<file path="src/rtl/testdrive_axi4_stream_writer.sv">
// rtl/testdrive_axi4_stream_writer.sv - drains a valid/ready stream into memory as AXI4 INCR write bursts
module testdrive_axi4_stream_writer #(
    parameter int C_THREAD_ID_WIDTH = 1,
    parameter int C_ADDR_WIDTH      = 32,
    parameter int C_DATA_WIDTH      = 128,
    parameter int C_MAX_BURST       = 16,
    parameter int C_COUNT_WIDTH     = 16
) (
    input  logic                         CLK,
    input  logic                         nRST,
    input  logic                         START,
    input  logic [C_ADDR_WIDTH-1:0]      ADDR,
    input  logic [C_COUNT_WIDTH-1:0]     COUNT,
    output logic                         BUSY,
    output logic                         DONE,
    output logic                         ERROR,
    input  logic [C_DATA_WIDTH-1:0]      S_DATA,
    input  logic                         S_VALID,
    output logic                         S_READY,
    output logic [C_THREAD_ID_WIDTH-1:0] AWID,
    output logic [C_ADDR_WIDTH-1:0]      AWADDR,
    output logic [7:0]                   AWLEN,
    output logic [2:0]                   AWSIZE,
    output logic [1:0]                   AWBURST,
    output logic                         AWLOCK,
    output logic [3:0]                   AWCACHE,
    output logic [2:0]                   AWPROT,
    output logic [3:0]                   AWREGION,
    output logic [3:0]                   AWQOS,
    output logic                         AWVALID,
    input  logic                         AWREADY,
    output logic [C_THREAD_ID_WIDTH-1:0] WID,
    output logic [C_DATA_WIDTH-1:0]      WDATA,
    output logic [C_DATA_WIDTH/8-1:0]    WSTRB,
    output logic                         WLAST,
    output logic                         WVALID,
    input  logic                         WREADY,
    input  logic [C_THREAD_ID_WIDTH-1:0] BID,
    input  logic [1:0]                   BRESP,
    input  logic                         BVALID,
    output logic                         BREADY
);
    localparam int SIZE = $clog2(C_DATA_WIDTH / 8);

    typedef enum logic [1:0] {ST_IDLE, ST_AW, ST_W, ST_B} state_t;

    state_t                    state, state_next;
    logic [C_ADDR_WIDTH-1:0]   cur_addr, ld_addr, addr_inc;
    logic [C_COUNT_WIDTH-1:0]  remaining, ld_rem, beat_cnt;
    logic [8:0]                burst_len, ld_len;
    logic                      aw_load, finish, w_hs, b_hs, last_beat;
    logic                      unused_bid;

    // Burst length: capped by max burst, beats left, and beats until the next 4 KB page.
    function automatic logic [8:0] calc_len(input logic [11:0] a_lo, input logic [C_COUNT_WIDTH-1:0] r);
        logic [12:0] to_4k;
        logic [31:0] l;
        to_4k = (13'd4096 - {1'b0, a_lo}) >> SIZE;
        l = 32'(C_MAX_BURST);
        if (32'(to_4k) < l) l = 32'(to_4k);
        if (32'(r) < l) l = 32'(r);
        return 9'(l);
    endfunction

    assign unused_bid = ^BID;
    assign last_beat  = (beat_cnt == C_COUNT_WIDTH'(1));
    assign w_hs       = (state == ST_W) && S_VALID && WREADY;
    assign b_hs       = (state == ST_B) && BVALID && BREADY;

    always_ff @(posedge CLK or negedge nRST) begin
        if (!nRST) state <= ST_IDLE;
        else       state <= state_next;
    end

    always_comb begin
        state_next = state;
        aw_load    = 1'b0;
        finish     = 1'b0;
        addr_inc   = C_ADDR_WIDTH'(burst_len) << SIZE;
        ld_addr    = cur_addr + addr_inc;
        ld_rem     = remaining;
        case (state)
            ST_IDLE: begin
                ld_addr = ADDR;
                ld_rem  = COUNT;
                if (START) begin
                    if (COUNT == '0) begin
                        finish = 1'b1;
                    end else begin
                        aw_load    = 1'b1;
                        state_next = ST_AW;
                    end
                end
            end
            ST_AW: if (AWREADY) state_next = ST_W;
            ST_W:  if (w_hs && last_beat) state_next = ST_B;
            ST_B: begin
                if (b_hs) begin
                    if (remaining == '0) begin
                        finish     = 1'b1;
                        state_next = ST_IDLE;
                    end else begin
                        aw_load    = 1'b1;
                        state_next = ST_AW;
                    end
                end
            end
            default: state_next = ST_IDLE;
        endcase
        ld_len = calc_len(ld_addr[11:0], ld_rem);
    end

    always_ff @(posedge CLK or negedge nRST) begin
        if (!nRST) begin
            cur_addr  <= '0;
            remaining <= '0;
            beat_cnt  <= '0;
            burst_len <= '0;
            AWADDR    <= '0;
            AWLEN     <= '0;
            AWVALID   <= 1'b0;
            BREADY    <= 1'b0;
            BUSY      <= 1'b0;
            DONE      <= 1'b0;
            ERROR     <= 1'b0;
        end else begin
            DONE <= finish;
            if (state == ST_IDLE && START) begin
                ERROR     <= 1'b0;
                cur_addr  <= ADDR;
                remaining <= COUNT;
            end
            if (aw_load) begin
                AWADDR    <= ld_addr;
                AWLEN     <= 8'(ld_len - 9'd1);
                burst_len <= ld_len;
                AWVALID   <= 1'b1;
                BUSY      <= 1'b1;
            end
            if (state == ST_AW && AWREADY) begin
                AWVALID  <= 1'b0;
                beat_cnt <= C_COUNT_WIDTH'(burst_len);
            end
            if (w_hs) begin
                beat_cnt  <= beat_cnt - C_COUNT_WIDTH'(1);
                remaining <= remaining - C_COUNT_WIDTH'(1);
                if (last_beat) BREADY <= 1'b1;
            end
            // A bad response is recorded but the command keeps going.
            if (b_hs) begin
                BREADY   <= 1'b0;
                cur_addr <= ld_addr;
                if (BRESP != 2'b00) ERROR <= 1'b1;
                if (finish) BUSY <= 1'b0;
            end
        end
    end

    assign AWID     = '0;
    assign AWSIZE   = 3'(SIZE);
    assign AWBURST  = 2'b01;
    assign AWLOCK   = 1'b0;
    assign AWCACHE  = 4'b0011;
    assign AWPROT   = 3'b000;
    assign AWREGION = 4'b0000;
    assign AWQOS    = 4'b0000;
    assign WID      = '0;
    assign WSTRB    = '1;
    assign WVALID   = (state == ST_W) && S_VALID;
    assign S_READY  = (state == ST_W) && WREADY;
    assign WDATA    = (state == ST_W) ? S_DATA : '0;
    assign WLAST    = (state == ST_W) && last_beat;
endmodule

</file>
<file path="config.mk">
export PLATFORM = sky130hd
export DESIGN_NAME = testdrive_axi4_stream_writer
export DESIGN_NICKNAME = d
export VERILOG_FILES = /design/src/rtl/testdrive_axi4_stream_writer.sv
export SDC_FILE = /design/constraint.sdc
export NUM_CORES = 1
export LEC_CHECK = 0
export CAP_MARGIN = 0
export CORE_AREA = 2 2 157 159
export DETAILED_ROUTE_END_ITERATION = 8
export DIE_AREA = 0 0 159 161
export DONT_BUFFER_PORTS = 1
export PLACE_DENSITY = 0.57
export RECOVER_POWER = 50
export SLEW_MARGIN = 20
export SYNTH_ARGS = -nofsm -noshare
export SYNTH_HDL_FRONTEND = slang
export SYNTH_SLANG_ARGS = --single-unit
</file>
<file path="constraint.sdc">
create_clock -name CLK -period 5.3 [get_ports CLK]
set_clock_uncertainty 0.05 [all_clocks]
set_input_delay 1.06 -clock CLK [delete_from_list [all_inputs] [get_ports CLK]]
set_output_delay 1.06 -clock CLK [all_outputs]
set_load 0.005 [all_outputs]
</file>
==> impl_summary.log <==
INFO  metric max_transition_margin = 14.3%
INFO  metric detailedPlace.worstSlack = 17.4 ps
INFO  metric grt_max_degree = 121
INFO  metric leakagePower = 4.06 nW
INFO  metric timing.setup.critical_path_class = reg -> reg
INFO  metric fmax = 195 MHz
INFO  metric routed_wl = around 36 mm
INFO  metric floorplan.initialDensity = 36.0%
INFO  metric io_buffers = 0
INFO  metric tritoncts = done
INFO  metric multi_input_comb_area = 0.00525 mm2
INFO  metric power_density = 606 mW/mm2
INFO  metric tritoncts.num_buffers = 17
INFO  metric flow.area_growth_from_synthesis = 11.8%
INFO  metric synth.lib_cells_used.distinct = 71
INFO  metric asyncSetResetFlopFracSynth = 100%
INFO  metric floorplan.rows = 57
INFO  metric fraction_of_the_cycle_the_final_worst_path_needs = a little over nine tenths
INFO  metric drive_above_1_share = 9.93%
INFO  metric crit_arrival = ~5400 ps
INFO  metric timing.setup.tns = 0 ps
INFO  metric num-fill-cells = ~2,500
INFO  metric synth-edff-count = 0
INFO  metric critPathRequiredTime = between 5000 and 6000 ps
INFO  metric timing.rr.start = cur_addr[4]
INFO  metric grtUsageTotal = 27.3%
INFO  metric avgSynthCellArea = 8.09 um2
INFO  metric yosysSeqAreaShare = 34.8%
INFO  metric timing_worst_slew_pin_value = 1290 ps
INFO  metric setup_viol = 0
INFO  metric clock_latency = 420 ps
INFO  metric unrepaired_setup_endpoints_after_global_routing = true
INFO  metric post_drt_via_cell_ratio = 5.64
INFO  metric detailedPlacementHpwl = between 20 and 30 mm
INFO  metric worst_setup_path_end_kind = flip-flop
INFO  metric critical_path_peak_fanout = 4
INFO  metric yosys_register_bits = 120
INFO  metric drc_errors = 0
INFO  metric die_area = 0.0256 mm2
INFO  metric maxCapViolCount = 0
INFO  metric grt_remaining_overflow = 0
INFO  metric dr_total_vias = 7,975
INFO  metric final_nets = 1,287
INFO  metric count_of_tritonroute_iterations_in_the_first_routing_pass = 5
INFO  metric number_of_global_route_vias_before_repair = 7,439
INFO  metric ir_drop_worst_vdd = 268 uV
INFO  metric cp-start-kind = flip-flop
INFO  metric avgRoutedWirePerCell = 25.4 um
INFO  metric status = finished, final reports clean
INFO  metric root_buffer = sky130_fd_sc_hd__clkbuf_16
INFO  metric syn-cell-area = 0.00863 mm2
INFO  metric cts_hold_buf = 0
INFO  metric postLayoutCoreUtil = 40.2%
INFO  metric clkTransAtPathRegs = 60 ps
INFO  metric grt_first_pass_wirelength = around 52 mm
INFO  metric report.final.slew_viol_count = 0
INFO  metric drt_iter0_markers = 715
INFO  metric synthCells = ~1,100
INFO  metric cts.sink_count = between 100 and 150
INFO  metric routabilityCongestion = 0.961
INFO  metric ff_latch_area = 0.00300 mm2
INFO  metric h-tree-depth = 4
INFO  metric number_of_antenna_violations_at_the_first_check_in_global_routing = 5
INFO  metric final-hold-violation-count = 0
INFO  metric design_power_total = about 6 mW
INFO  metric yosysWarningCount = 0
INFO  metric hold_class = in -> async
INFO  metric clock_tree.buffer_depth = 2
INFO  metric final_critical_path_setup_slack = between 150 and 200 ps
INFO  metric design.portCount = 401
INFO  metric post_layout_min_period = ~5100 ps
INFO  metric die_w = 159 um
INFO  metric synthFlopType = sky130_fd_sc_hd__dfrtp_1
INFO  metric die_h = 161 um
INFO  metric cp-startpoint = cur_addr[4]
INFO  metric antenna_violating_nets_post_route = 0
INFO  metric design.core.area = 0.0240 mm2
-- worst max-delay path, stage by stage (launching register included) --
cell and delay, ps:
sky130_fd_sc_hd__dfrtp_1 380, sky130_fd_sc_hd__ha_1 220, sky130_fd_sc_hd__inv_1 70, sky130_fd_sc_hd__fa_2 230
sky130_fd_sc_hd__nor2b_4 60, sky130_fd_sc_hd__o2111a_1 250, sky130_fd_sc_hd__or3_4 380, sky130_fd_sc_hd__a311o_1 340
sky130_fd_sc_hd__nor4_4 190, sky130_fd_sc_hd__buf_4 160, sky130_fd_sc_hd__nand2_1 50, sky130_fd_sc_hd__ha_1 200
sky130_fd_sc_hd__a21oi_2 150, sky130_fd_sc_hd__or3b_4 410, sky130_fd_sc_hd__nor4b_4 230, sky130_fd_sc_hd__nand3b_1 110
sky130_fd_sc_hd__or4_4 470, sky130_fd_sc_hd__nand2_4 110, sky130_fd_sc_hd__a22oi_2 100, sky130_fd_sc_hd__ha_2 210
sky130_fd_sc_hd__nand2_1 70, sky130_fd_sc_hd__nor3_1 60, sky130_fd_sc_hd__xnor2_1 130, sky130_fd_sc_hd__mux2_2 260
sky130_fd_sc_hd__a21oi_1 140
-- logic make-up after synthesis --
family,after synthesis,synth area share [%]
flops,120,34.8
simple gates,470,28.3
xor+xnor,35,3.55
compound gates,263,18.7
other cells,2,0.0871
buf+inv,121,7.08
mux,29,3.57
fa+ha+maj,26,3.86
-- per-layer routing --
| metal | track usage (%) | share of wire [%] | vias to the layer above |
|---|---|---|---|
| met5 | 0 | 0.033 | - |
| met4 | 5.74 | 1.4 | 2 |
| met3 | 11.1 | 11 | 29 |
| met2 | 44.7 | 47 | 331 |
| met1 | 34.1 | 41 | 3921 |
| li1 | - | - | 3692 |
-- synthesized netlist by cell type, drive strengths merged, types with 4 or more instances --
cell / n / share of area (%)
a21oi: 69 / 4.0
and3: 13 / 0.94
o22ai: 18 / 1.3
nor3: 31 / 1.8
mux2i: 18 / 2.1
buf: 46 / 3.8
nand3: 32 / 1.9
nor3b: 4 / 0.35
a311oi: 5 / 0.51
nor2b: 5 / 0.45
o21a: 7 / 0.61
a221o: 5 / 0.58
xnor2: 31 / 3.1
o311ai: 4 / 0.41
o31ai: 9 / 0.84
or3: 8 / 0.58
ha: 25 / 3.6
a211oi: 14 / 1.2
and2: 133 / 9.7
o21ai: 93 / 5.4
inv: 23 / 1.0
clkbuf: 51 / 2.2
o211ai: 9 / 0.78
nand4: 7 / 0.51
xor2: 4 / 0.41
nor4: 13 / 1.1
or4: 6 / 0.57
a22oi: 4 / 0.51
nor4b: 4 / 0.41
nand2: 120 / 5.3
nand2b: 4 / 0.29
dfrtp: 120 / 35
mux2: 11 / 1.5
nor2: 78 / 3.4
-- placed cells by master, fill, tap and decap left out, types with 22 or more instances in the layout --
master                    instances
sky130_fd_sc_hd__a21oi_1         67
sky130_fd_sc_hd__and2_1         132
sky130_fd_sc_hd__buf_4           40
sky130_fd_sc_hd__conb_1          43
sky130_fd_sc_hd__dfrtp_1        120
sky130_fd_sc_hd__ha_1            22
sky130_fd_sc_hd__inv_1           23
sky130_fd_sc_hd__nand2_1        119
sky130_fd_sc_hd__nand3_1         32
sky130_fd_sc_hd__nor2_1          78
sky130_fd_sc_hd__nor3_1          31
sky130_fd_sc_hd__o21ai_0         93
sky130_fd_sc_hd__xnor2_1         31
-- cell type report --
| cell class | count | share of cell area, % |
|---|---|---|
| Multi-Input combinational cell | 866 | 54.5 |
| Sequential cell | 120 | 31.1 |
| Clock buffer | 18 | 4.55 |
| Tap cell | 324 | 4.20 |
| Timing Repair Buffer | 46 | 3.36 |
| Clock inverter | 14 | 1.30 |
| Inverter | 24 | 0.934 |
| Antenna cell | 2 | 0.0519 |
-- timing repair --
action,in CTS,in global routing
resized for setup,0,10
buffers inserted,0,1
pin swaps,1,0
setup endpoints to repair,1,3
-- flip-flops by register name (all words and copies together), names as in the netlist --
name and cells:
BUSY 1, cur_addr 32, ERROR 1, AWLEN 8, AWADDR 32, remaining 16, DONE 1, state 2
burst_len 9, beat_cnt 16, BREADY 1, AWVALID 1
-- final timing paths --
check | end | slack (ps) | cells past startpoint
max in group asynchronous | beat_cnt[12] | 4680 | 0
min | cur_addr[0] | 280 | 0
max reg2reg | AWLEN[6] | 170 | 24
min in group CLK | beat_cnt[14] | 450 | 1
min reg2reg | beat_cnt[14] | 450 | 1
max | AWLEN[6] | 170 | 24
-- where the power goes --
part / switching, mW / internal (mW)
logic: 1.82 / 1.22
clock network: 0.461 / 0.660
registers: 0.386 / 1.30
total: 2.66 / 3.18
-- per-stage QoR --
step	std cells	cell area [um2]	hold slack, ps
6_report	1414	9640	283
5_1_grt	1412	9640	270
4_1_cts	1411	9600	261
3_5_place_dp	1379	9040	433
3_3_place_gp	1379	9040	428
2_1_floorplan	1107	8800	407
(Power assumes the default switching activity.)
